File: src/rtl/tdmrc_byte_tx.sv
// tdmrc_byte_tx: serialises a flat NBYTES-byte block into a byte stream on a
// valid/ready interface, most significant byte first. A shift stage feeds the
// output while a holding stage buffers the next block, so consecutive blocks
// stream without a bubble.
// Optional build macro TDMRC_TX_CSUM_EN appends an XOR checksum byte per block.
module tdmrc_byte_tx #(
  parameter int NBYTES = 5,
  parameter int WIDTH  = 8
) (
  input  logic                      clk,
  input  logic                      rst,
  input  logic [NBYTES*WIDTH-1:0]   block_in,
  input  logic                      block_valid,
  output logic                      block_ready,
  output logic [WIDTH-1:0]          byte_out,
  output logic                      byte_valid,
  input  logic                      byte_ready,
  output logic                      byte_last,
  output logic                      busy,
  output logic                      overflow
);

  localparam int BW   = NBYTES * WIDTH;
  localparam int IDXW = $clog2(NBYTES + 1);
  localparam logic [IDXW-1:0] LAST_IDX = IDXW'(NBYTES - 1);

`ifdef TDMRC_TX_CSUM_EN
  typedef enum logic [1:0] {IDLE = 2'd0, SEND = 2'd1, CSUM = 2'd2} state_t;
`else
  typedef enum logic {IDLE = 1'b0, SEND = 1'b1} state_t;
`endif

  state_t              state_q, state_n;
  logic [BW-1:0]       shift_q, shift_n;
  logic [BW-1:0]       hold_q, hold_n;
  logic                hold_full_q, hold_full_n;
  logic [IDXW-1:0]     idx_q, idx_n;
  logic [WIDTH-1:0]    byte_out_q, byte_out_n;
  logic                byte_valid_q, byte_valid_n;
  logic                byte_last_q, byte_last_n;
  logic                overflow_q, overflow_n;
  logic                xfer, end_xfer, accept;
`ifdef TDMRC_TX_CSUM_EN
  logic [WIDTH-1:0]    csum_q, csum_n;
`endif

  // Byte k of a block sits at the top of the block for k=0 (MSB first).
  function automatic logic [WIDTH-1:0] sel_byte(input logic [BW-1:0] blk,
                                                input logic [IDXW-1:0] idx);
    logic [WIDTH-1:0] sel;
    sel = '0;
    for (int k = 0; k < NBYTES; k++) begin
      if (idx == IDXW'(k)) sel = blk[BW-1-WIDTH*k -: WIDTH];
    end
    return sel;
  endfunction

  assign block_ready = !hold_full_q && !rst;
  assign byte_out    = byte_out_q;
  assign byte_valid  = byte_valid_q;
  assign byte_last   = byte_last_q;
  assign overflow    = overflow_q;
  assign busy        = (state_q != IDLE) || hold_full_q;

  assign xfer   = byte_valid_q && byte_ready;
  assign accept = block_valid && block_ready;
`ifdef TDMRC_TX_CSUM_EN
  assign end_xfer = xfer && (state_q == CSUM);
`else
  assign end_xfer = xfer && (idx_q == LAST_IDX);
`endif

  // Next-state logic: stage movement, byte index and registered output values.
  always_comb begin
    state_n     = state_q;
    shift_n     = shift_q;
    hold_n      = hold_q;
    hold_full_n = hold_full_q;
    idx_n       = idx_q;
`ifdef TDMRC_TX_CSUM_EN
    csum_n      = csum_q;
`endif
    case (state_q)
      IDLE: begin
        if (accept) begin
          shift_n = block_in;
          idx_n   = '0;
          state_n = SEND;
`ifdef TDMRC_TX_CSUM_EN
          csum_n  = '0;
`endif
        end
      end
      default: begin
        if (end_xfer) begin
          // Final byte leaves this edge: refill from holding first to keep order.
          if (hold_full_q) begin
            shift_n     = hold_q;
            hold_full_n = 1'b0;
            idx_n       = '0;
            state_n     = SEND;
`ifdef TDMRC_TX_CSUM_EN
            csum_n      = '0;
`endif
          end else if (accept) begin
            shift_n = block_in;
            idx_n   = '0;
            state_n = SEND;
`ifdef TDMRC_TX_CSUM_EN
            csum_n  = '0;
`endif
          end else begin
            idx_n   = '0;
            state_n = IDLE;
          end
        end else begin
          if (xfer) begin
`ifdef TDMRC_TX_CSUM_EN
            csum_n = csum_q ^ byte_out_q;
            if (idx_q == LAST_IDX) begin
              state_n = CSUM;
              idx_n   = IDXW'(NBYTES);
            end else begin
              idx_n = idx_q + IDXW'(1);
            end
`else
            idx_n = idx_q + IDXW'(1);
`endif
          end
          if (accept) begin
            hold_n      = block_in;
            hold_full_n = 1'b1;
          end
        end
      end
    endcase

    byte_valid_n = (state_n != IDLE);
    overflow_n   = block_valid && !block_ready;
`ifdef TDMRC_TX_CSUM_EN
    byte_out_n  = (state_n == CSUM) ? csum_n :
                  (state_n == SEND) ? sel_byte(shift_n, idx_n) : '0;
    byte_last_n = (state_n == CSUM);
`else
    byte_out_n  = (state_n == SEND) ? sel_byte(shift_n, idx_n) : '0;
    byte_last_n = (state_n == SEND) && (idx_n == LAST_IDX);
`endif
  end

  // State and output registers; reset clears both stages and all outputs.
  always_ff @(posedge clk) begin
    if (rst) begin
      state_q      <= IDLE;
      shift_q      <= '0;
      hold_q       <= '0;
      hold_full_q  <= 1'b0;
      idx_q        <= '0;
      byte_out_q   <= '0;
      byte_valid_q <= 1'b0;
      byte_last_q  <= 1'b0;
      overflow_q   <= 1'b0;
`ifdef TDMRC_TX_CSUM_EN
      csum_q       <= '0;
`endif
    end else begin
      state_q      <= state_n;
      shift_q      <= shift_n;
      hold_q       <= hold_n;
      hold_full_q  <= hold_full_n;
      idx_q        <= idx_n;
      byte_out_q   <= byte_out_n;
      byte_valid_q <= byte_valid_n;
      byte_last_q  <= byte_last_n;
      overflow_q   <= overflow_n;
`ifdef TDMRC_TX_CSUM_EN
      csum_q       <= csum_n;
`endif
    end
  end

endmodule

File: config.mk
export PLATFORM = sky130hd
export DESIGN_NAME = tdmrc_byte_tx
export DESIGN_NICKNAME = d
export VERILOG_FILES = /design/src/rtl/tdmrc_byte_tx.sv
export SDC_FILE = /design/constraint.sdc
export NUM_CORES = 1
export LEC_CHECK = 0
export ABC_AREA = 1
export BUFFER_PORTS_ARGS = -buffer_cell sky130_fd_sc_hd__buf_2
export CORE_MARGIN = 3
export CORE_UTILIZATION = 45
export CTS_BUF_LIST = sky130_fd_sc_hd__clkbuf_2 sky130_fd_sc_hd__clkbuf_4 sky130_fd_sc_hd__clkbuf_8
export DETAILED_ROUTE_END_ITERATION = 7
export HOLD_SLACK_MARGIN = 0.05
export PLACE_DENSITY_LB_ADDON = 0.25
export RECOVER_POWER = 25
export SYNTH_ARGS = -nofsm -noshare
export SYNTH_HDL_FRONTEND = slang
export SYNTH_SLANG_ARGS = --single-unit
File: constraint.sdc
create_clock -name clk -period 5.4 [get_ports clk]
set_clock_uncertainty 0.15 [all_clocks]
set_input_delay 0.81 -clock clk [delete_from_list [all_inputs] [get_ports clk]]
set_output_delay 0.81 -clock clk [all_outputs]
set_load 0.03 [all_outputs]
==> results by group <==
Route
  – WL met2: 5880 um
  – Vias/cell: 5.19
  – Vias: 4728
  – DR DRC count: 0
  – Highest metal used: met4
  – Met3 WL: 633 um
  – Antenna Nets Post-Route: 0
  – Wire per inst: 13.9 um
  – Post-Route M1 WL: 5960 um
  – Final wirelength: 12700 um
  – TritonRoute pass-1 iters: 5
  – 1st-iter DRT viols: 436

Timing
  – Final worst slack: 1.34 ns
  – Tightest Pin Transition: 1.97 ns
  – Setup repair after global routing missed its margin: no
  – Final Cycle Share: 75.2%
  – Fmax: 246 MHz
  – Final setup fails: 0
  – Max-slew headroom: -31.3%
  – Tmin final: 4.06 ns
  – Final Hold Slack: 0.311 ns
  – Final hold vios: 0
  – Max Slew Vio Count: 58
  – Setup TNS Final: 0 ns

Synth
  – Yosys top cell by area: dfxtp_1
  – Post-synth EDFFs: 0
  – Syn nets: 791
  – Ys flop type: dfxtp_1
  – Synth area leaders: dfxtp_1, nand2_1, nand3_1
  – Post-synthesis sequential area ratio: 39.2%
  – Syn avg cell area: 6.51 sq um
  – Post-Synthesis Cell Area: 4850 sq um
  – Yosys reg bits: 95
  – Synth top area share: 39.2%
  – Synth cell types: 30
  – Cells after Synth: 745
  – YS warnings: 0
  – Async SR Flop Fraction: 0%

Clock tree
  – Clock tree root buffer cell: clkbuf_8
  – Setup bufs post-CTS: 0
  – Clock tree sinks: 95
  – CTS tree: done
  – Post-cts gate resize count: 0
  – H-tree Lvls: 3
  – Clock buffer depth: 2
  – Clock insertion delay at the later pin of the skew report: 0.38 ns
  – Number of buffers created by CTS: 9
  – Cts hold-fix bufs: 0
  – Reg clk slew, reported paths: 0.09 ns

Setup path
  – CP max FO: 48
  – FF-to-FF setup slack: 1.34 ns
  – Crit path arrival time: 4.15 ns
  – Required time of the critical path: 5.49 ns
  – Reg-to-reg startpoint: byte_valid
  – CP Capture Type: flip-flop
  – RR Endpoint: hold_q[15]
  – Worst reg2reg path depth: 8
  – Kind of critical path: flip-flop to flip-flop
  – Worst setup SP type: flip-flop

Hold path
  – Hold Crit Class: flip-flop to flip-flop
  – Hold Crit Depth: 2
  – Hold Path End: hold_q[4]
  – Hold_sp: hold_q[4]

Die
  – Site row count: 37
  – Initial Utilization: 46.6%
  – Core ar.: 10400 sq um
  – Die H: 110 um
  – # IOs: 57
  – Die width: 110 um
  – Die ar.: 12100 sq um

Layout
  – Fin area: 5270 sq um
  – Non-Filler Instances: 911
  – # diodes: 0
  – Commonest non-fill, non-tap cells in the layout: nand2_1, nand3_1, dfxtp_1, a21oi_1, inv_1
  – Most common cell after layout, fill and taps aside: nand2_1
  – Area delta synth->final: 8.51%
  – Net count, final: 818
  – Fraction of layout cells with a size suffix above 1: 11.2%

Place
  – I/O Buffers: 56
  – Area post-placement: 5130 sq um
  – Final Wtd Congestion: 0.889
  – Place WS: 1.86 ns
  – Dpl cells: 897
  – Hpwl dp: 8630 um

Power and ir drop
  – Pwr/cell area: 280 nW/um^2
  – Leak Pwr: 0.00238 uW
  – Maximum VDD drop: 0.111 mV

GRT
  – Number of global-route vias before repair: 4234
  – Largest net degree at the start of global routing: 69
  – Grt total ovfl: 0
  – Initial antenna violation count: 0
  – First-pass GRT wire length: 20700 um
  – Gr usage total: 21.8%

Status
  – Failing checks: capacitance limit, slew limit
  – Status: finished, violations left

Run
  – Max_cap viols: 2
power breakdown:
group	switching (uW)	leakage [uW]	internal (uW)	total, uW
Clock	256	0.0000808	177	433
Combinational	195	0.00153	84.6	280
Sequential	17.4	0.000774	742	760
critical path: stages (launching register included):
cell      delay (ns)
dfxtp_1         0.31
clkbuf_1        1.17
inv_2           0.16
o21bai_1        0.75
nor2_2          0.24
buf_4           0.35
inv_2           0.36
o21ai_0         0.27
a21oi_1         0.06
sequential cells by signal (all words and copies together) (netlist names):
register and flops:
byte_valid 1, hold_q 40, byte_out 8, shift_q 40
overflow 1, hold_full_q 1, byte_last 1, idx_q 3
worst max-delay path by stage:
stage / startpoint / depth (start not counted) / end
floorplan: byte_valid / 4 / busy
global route: byte_valid / 8 / hold_q[12]
global placement: rst / 11 / byte_out[1]
detailed placement: rst / 11 / byte_out[1]
CTS: hold_full_q / 11 / byte_out[1]
finish: byte_valid / 8 / hold_q[15]
synth_stat cells (6+ instances only):
library cell  number
clkbuf_1          18
o22ai_1           16
dfxtp_1           95
inv_1             76
o211ai_1           8
o21ai_0           21
nor2_1            52
nand2_1          211
nand2_2            6
nor2_2             6
nand3_1           95
a21oi_1           79
a211oi_1           8
inv_2              9
buf_2             19
through the flow:
stage	power (uW)	utilization [%]
after floorplan	982	-
after global placement	1050	49.2
after detailed placement	1060	49.2
after CTS	1490	50.9
after global routing	1560	50.6
final	1470	50.6
per-layer routing:
layer	vias up	global-route usage, %
li1	2443	-
met1	2158	29.9
met2	111	34.3
met3	16	4.40
met4	0	6.77
met5	-	0
layout make-up:
cell class,count,area [sq um]
tap,136,170
clock inverter,4,32.5
fill,1064,5150
timing repair buffer,61,300
clock buffer,10,138
inverter,86,323
multi-input combinational,519,2400
sequential,95,1900
kinds of logic after synthesis:
kind of cell | after synthesis | share of synthesized area, %
simple gates | 376 | 32.9
compound gates | 141 | 16.4
buf+inv | 131 | 11.0
flops | 95 | 39.2
fa+ha+maj | 2 | 0.516
Note: power is estimated with default switching activity, not from simulation.
